--- config.mk ---
export PLATFORM = sky130hd
export DESIGN_NAME = fifo_pattern_gen
export DESIGN_NICKNAME = d
export VERILOG_FILES = /design/src/rtl/fifo_pattern_gen.sv
export SDC_FILE = /design/constraint.sdc
export NUM_CORES = 1
export LEC_CHECK = 0
export CAP_MARGIN = 20
export CORE_UTILIZATION = 47
export DETAILED_ROUTE_END_ITERATION = 8
export GPL_ROUTABILITY_DRIVEN = 0
export PLACE_DENSITY = 0.77
export SETUP_SLACK_MARGIN = 0.1
export SYNTH_ARGS = -nofsm -noshare
export SYNTH_HDL_FRONTEND = slang
export SYNTH_SLANG_ARGS = --single-unit
--- constraint.sdc ---
create_clock -name clk -period 2.2 [get_ports clk]
set_input_delay 0.22 -clock clk [delete_from_list [all_inputs] [get_ports clk]]
set_output_delay 0.22 -clock clk [all_outputs]
set_load 0.01 [all_outputs]
--- src/rtl/fifo_pattern_gen.sv ---
// fifo_pattern_gen: writes fixed-length bursts of pattern words into the FIFO
// that feeds the Xillybus read pipe. Bursts start only when en is high and
// prog_full is low. Once started, a burst always completes, and fifo_full
// stalls it without losing words.
// Build option: define PATTERN_LFSR_EN to replace the incrementing counter
// with a 32-bit Galois LFSR (x^32+x^22+x^2+x+1, seed 0xFFFFFFFF, DATA_W=32).
module fifo_pattern_gen #(
  parameter int unsigned DATA_W     = 32,
  parameter int unsigned BURST_LEN  = 256,
  parameter int unsigned GAP_CYCLES = 4
) (
  input  logic              clk,
  input  logic              rst_n,
  input  logic              en,
  input  logic              prog_full,
  input  logic              fifo_full,
  output logic              wr_en,
  output logic [DATA_W-1:0] din,
  output logic              burst_done,
  output logic [31:0]       word_count
);

  localparam int unsigned BEAT_W = (BURST_LEN > 1) ? $clog2(BURST_LEN) : 1;
  localparam int unsigned GAP_W  = (GAP_CYCLES > 1) ? $clog2(GAP_CYCLES) : 1;
  localparam logic [BEAT_W-1:0] BEAT_LAST = BEAT_W'(BURST_LEN - 1);
  localparam logic [GAP_W-1:0]  GAP_LAST  = GAP_W'((GAP_CYCLES > 0) ? GAP_CYCLES - 1 : 0);

`ifdef PATTERN_LFSR_EN
  localparam logic [DATA_W-1:0] SEED = '1;
  localparam logic [31:0]       TAPS = 32'h8020_0003;

  // The LFSR is defined for 32-bit words only.
  if (DATA_W != 32) begin : g_bad_width
    $error("fifo_pattern_gen: PATTERN_LFSR_EN requires DATA_W == 32");
  end

  // One Galois step, shifting right and folding the taps in when bit 0 is set.
  function automatic logic [DATA_W-1:0] next_pattern(input logic [DATA_W-1:0] cur);
    logic [DATA_W-1:0] shifted;
    shifted = cur >> 1;
    return cur[0] ? (shifted ^ DATA_W'(TAPS)) : shifted;
  endfunction
`else
  localparam logic [DATA_W-1:0] SEED = '0;

  // Incrementing counter that wraps at 2^DATA_W.
  function automatic logic [DATA_W-1:0] next_pattern(input logic [DATA_W-1:0] cur);
    return cur + DATA_W'(1);
  endfunction
`endif

  typedef enum logic [1:0] {
    S_IDLE  = 2'd0,
    S_BURST = 2'd1,
    S_GAP   = 2'd2
  } state_e;

  state_e              state_q, state_d;
  logic [DATA_W-1:0]   din_q, din_d;
  logic [BEAT_W-1:0]   beat_q, beat_d;
  logic [GAP_W-1:0]    gap_q, gap_d;
  logic                done_q, done_d;
  logic [31:0]         wc_q, wc_d;

  // Next-state and datapath. wr_en is the one combinational output and
  // follows fifo_full in the same cycle, so a stall costs exactly one beat.
  always_comb begin
    state_d = state_q;
    din_d   = din_q;
    beat_d  = beat_q;
    gap_d   = gap_q;
    done_d  = 1'b0;
    wc_d    = wc_q;
    wr_en   = (state_q == S_BURST) && !fifo_full;

    case (state_q)
      S_IDLE: begin
        if (en && !prog_full) begin
          state_d = S_BURST;
        end
      end
      S_BURST: begin
        if (wr_en) begin
          din_d = next_pattern(din_q);
          wc_d  = wc_q + 32'd1;
          if (beat_q == BEAT_LAST) begin
            beat_d  = '0;
            done_d  = 1'b1;
            gap_d   = '0;
            state_d = (GAP_CYCLES > 0) ? S_GAP : S_IDLE;
          end else begin
            beat_d = beat_q + BEAT_W'(1);
          end
        end
      end
      S_GAP: begin
        if (gap_q == GAP_LAST) begin
          gap_d   = '0;
          state_d = S_IDLE;
        end else begin
          gap_d = gap_q + GAP_W'(1);
        end
      end
      default: begin
        state_d = S_IDLE;
      end
    endcase
  end

  // State and datapath registers. Reset restarts the pattern from the seed.
  always_ff @(posedge clk) begin
    if (!rst_n) begin
      state_q <= S_IDLE;
      din_q   <= SEED;
      beat_q  <= '0;
      gap_q   <= '0;
      done_q  <= 1'b0;
      wc_q    <= '0;
    end else begin
      state_q <= state_d;
      din_q   <= din_d;
      beat_q  <= beat_d;
      gap_q   <= gap_d;
      done_q  <= done_d;
      wc_q    <= wc_d;
    end
  end

  assign din        = din_q;
  assign burst_done = done_q;
  assign word_count = wc_q;

endmodule

==> results.md <==
* IO Pins at 71
* Count of cell types in the netlist at 40
* Total track usage at 22.0%
* Num CTS Buffers at 9
* Number of global-route vias before repair at 3248
* Type of origin of the critical path: register
* PwrDens at 530 nW/um^2
* Total gr overflow at 0
* Compound-cell area share of the yosys netlist at 11.6%
* Run status: completed
* Minimum clock period after layout at 2.05 ns
* Worst Path Arrival at 2.33 ns
* Leading area contributor after synthesis: dfxtp_1
* DRT Pass-1 Iters at 4
* Post-synth EDFFs at 0
* Post-synthesis adder-cell area fraction at 1.36%
* Antenna diodes at 0
* Total power at 2.62 mW
* Syn Area/Cell at 8.45 sq um
* Core area at 7410 sq um
* Ys async rst share at 0%
* Slowest-stage cell, CP: or4_4
* Port bufs at 70
* Placement Setup Slack at -0.258 ns
* Top cell type's share of synthesized area at 41.9%
* Post-synthesis xor/xnor area fraction at 5.95%
* Critical path peak fanout at 6
* Site row count at 31
* Antenna violations before repair at 0
* Most frequent cells in the layout: 73 x dfxtp_1, 69 x clkdlybuf4s50_1, 43 x nand2_1
* Synth Area in Simple Gates at 32.6%
* Mapped Cells at 436
* Routed met1 length at 4220 um
* Worst setup margin at 0.147 ns
* Largest stage delay on the critical path at 0.50 ns
* Total die area at 8190 sq um
* Worst-path cell chain: or3b_4, or4_4, buf_2, or4_1, a21oi_1
* Clk_skew at 0.0177 ns
* Clk Latency, worst-skew pair at 0.35 ns
* Syn. warnings at 0
* Cts-stage hold buffer count at 0
* Seq cells post-synth at 77
* Synth Flop Type: dfxtp_1
* H-Tree Depth at 3
* Final Hold Fails at 0
* Drt initial violations at 166
* Kind of critical path: reg2reg
* Syn_nets at 445
* Required time of the worst setup path at 2.47 ns
* Finish-stage setup viols at 0
* CP endpoint kind: register
* Final Max Slew Viols at 0
* Clk sinks at 77
* Chip Height at 90.5 um
* Final worst-path cycle share at 93.3%
* Routed wl met2 at 4360 um
* RSZ-0062 raised after global routing: no
* Slew headroom at 62.8%
* Initial Utilization at 49.7%
* Mux share of post-synthesis cell area at 3.26%
* DR vias/cell at 5.74
* Most common cell after layout, fill and taps aside: dfxtp_1
* First-pass GRT wire length at 14900 um
* Root buf cell: clkbuf_8
* Hold Path Class: reg2reg
* # DRC at 0
* CTS tree: done
* Post-DP HPWL at 6180 um
* Worst Max-Slew Pin Slew at 0.558 ns
* Wire per inst at 14.3 um
* Largest net degree at the start of global routing at 28
* Leak Pwr at 1.63 nW
* WL met3 at 398 um
* Area delta synth->final at 34.2%
* Post-synthesis sequential area ratio at 41.9%
* Worst-path clk slew at 0.07 ns
* Post-detailed-route count of antenna-violating nets at 0
* Max Cap Violations at 0
* Clock Tree Buf Depth at 2
* Post-Syn Area at 3680 sq um
* Synth top area cells: dfxtp_1 42%, a21oi_1 4.9%, nand2_1 4.4%
* Post-Route WL at 9070 um
* Top layer in use: met4
* Die Span X at 90.5 um
* Fmax achieved at 0.487 GHz
* Combinational family with the most area after synthesis: simple AND/OR/NAND/NOR gates
* Peak VDD IR at 288 uV
* Layout cells sized above 1 at 13.1%
* Fin nets at 540
* Vias at 3648
-- critical path: cells and delay by family (launching register included) --
| family | cells | cell delay, ns |
|---|---|---|
| AO/OA/AOI/OAI | 1 | 0.17 |
| AND/OR/NAND/NOR | 3 | 1.33 |
| flip-flops | 1 | 0.32 |
| buffers and inverters | 1 | 0.17 |
-- worst paths after layout --
| check | start | slack (ns) | end | cells after the start |
|---|---|---|---|---|
| max | state_q[1] | 0.15 | din[28] | 5 |
| min | gap_q[1] | 0.47 | gap_q[1] | 2 |
| max reg2reg | state_q[1] | 0.15 | din[28] | 5 |
| min reg2reg | gap_q[1] | 0.47 | gap_q[1] | 2 |
-- flip-flops by register name, summed over array words and instances (netlist names) --
name        cells
burst_done      1
gap_q           2
beat_q          8
din            32
state_q         2
word_count     32
-- through the flow --
stage	instances	area [sq um]	hold slack, ns	setup TNS (ns)	util, %
after floorplan	436	3680	0.375	0	-
after global placement	614	4670	0.454	-3.07	63.0
after detailed placement	614	4670	0.465	-4.07	63.0
after CTS	633	4900	0.476	0	66.2
after global routing	635	4940	0.491	0	66.7
final	635	4940	0.470	0	66.7
-- layout make-up --
type	instances	area, sq um
repair buffers	109	993
flip-flops and latches	77	1550
fillers	588	2470
clock buffers	12	165
inverters	8	32.5
multi-input cells	326	2040
well taps	99	124
clock inverters	4	45.0
-- power by group --
part | switching (mW) | leakage [nW] | total, mW | internal, mW
logic | 0.0536 | 0.892 | 0.0918 | 0.0383
registers | 0.00357 | 0.622 | 1.40 | 1.40
clock network | 0.514 | 0.112 | 1.13 | 0.612
-- cell usage after synthesis (3+ instances only) --
cell type and instances:
and4_1 13, o21ai_0 6, nand4_1 20, mux2i_1 12, and2_1 5, or4_1 18, o21a_1 3, nor2_1 25
nand2b_1 13, and3_1 5, ha_1 4, o21ai_1 5, nor4_1 15, a21oi_1 36, or2_2 4, o31ai_1 15
inv_1 7, xnor2_1 14, nand3_1 25, or3_1 13, nor3_1 6, dfxtp_1 77, nand2_1 43, clkbuf_1 21
xor2_1 11, buf_1 3
-- kinds of logic (layout without fill, tap and decap cells) --
kind of cell / after synthesis / in the layout
compound gates: 72 / 72
simple gates: 213 / 213
buf+inv: 33 / 133
flops: 77 / 77
fa+ha+maj: 4 / 4
mux: 12 / 12
xor+xnor: 25 / 25
-- timing repair --
action,4_1_cts,5_1_grt
endpoints found under the setup margin,3,21
buffers inserted,3,1
resized for setup,2,10
endpoints found under the hold margin,0,0
gates cloned,0,1
pin swaps,1,5
-- metal layers --
metal	vias up	track usage (%)
met1	1748	27.8
li1	1789	-
met4	0	9.01
met5	-	0
met2	99	37.1
met3	12	3.45
Power figures use the tool's default switching activity.
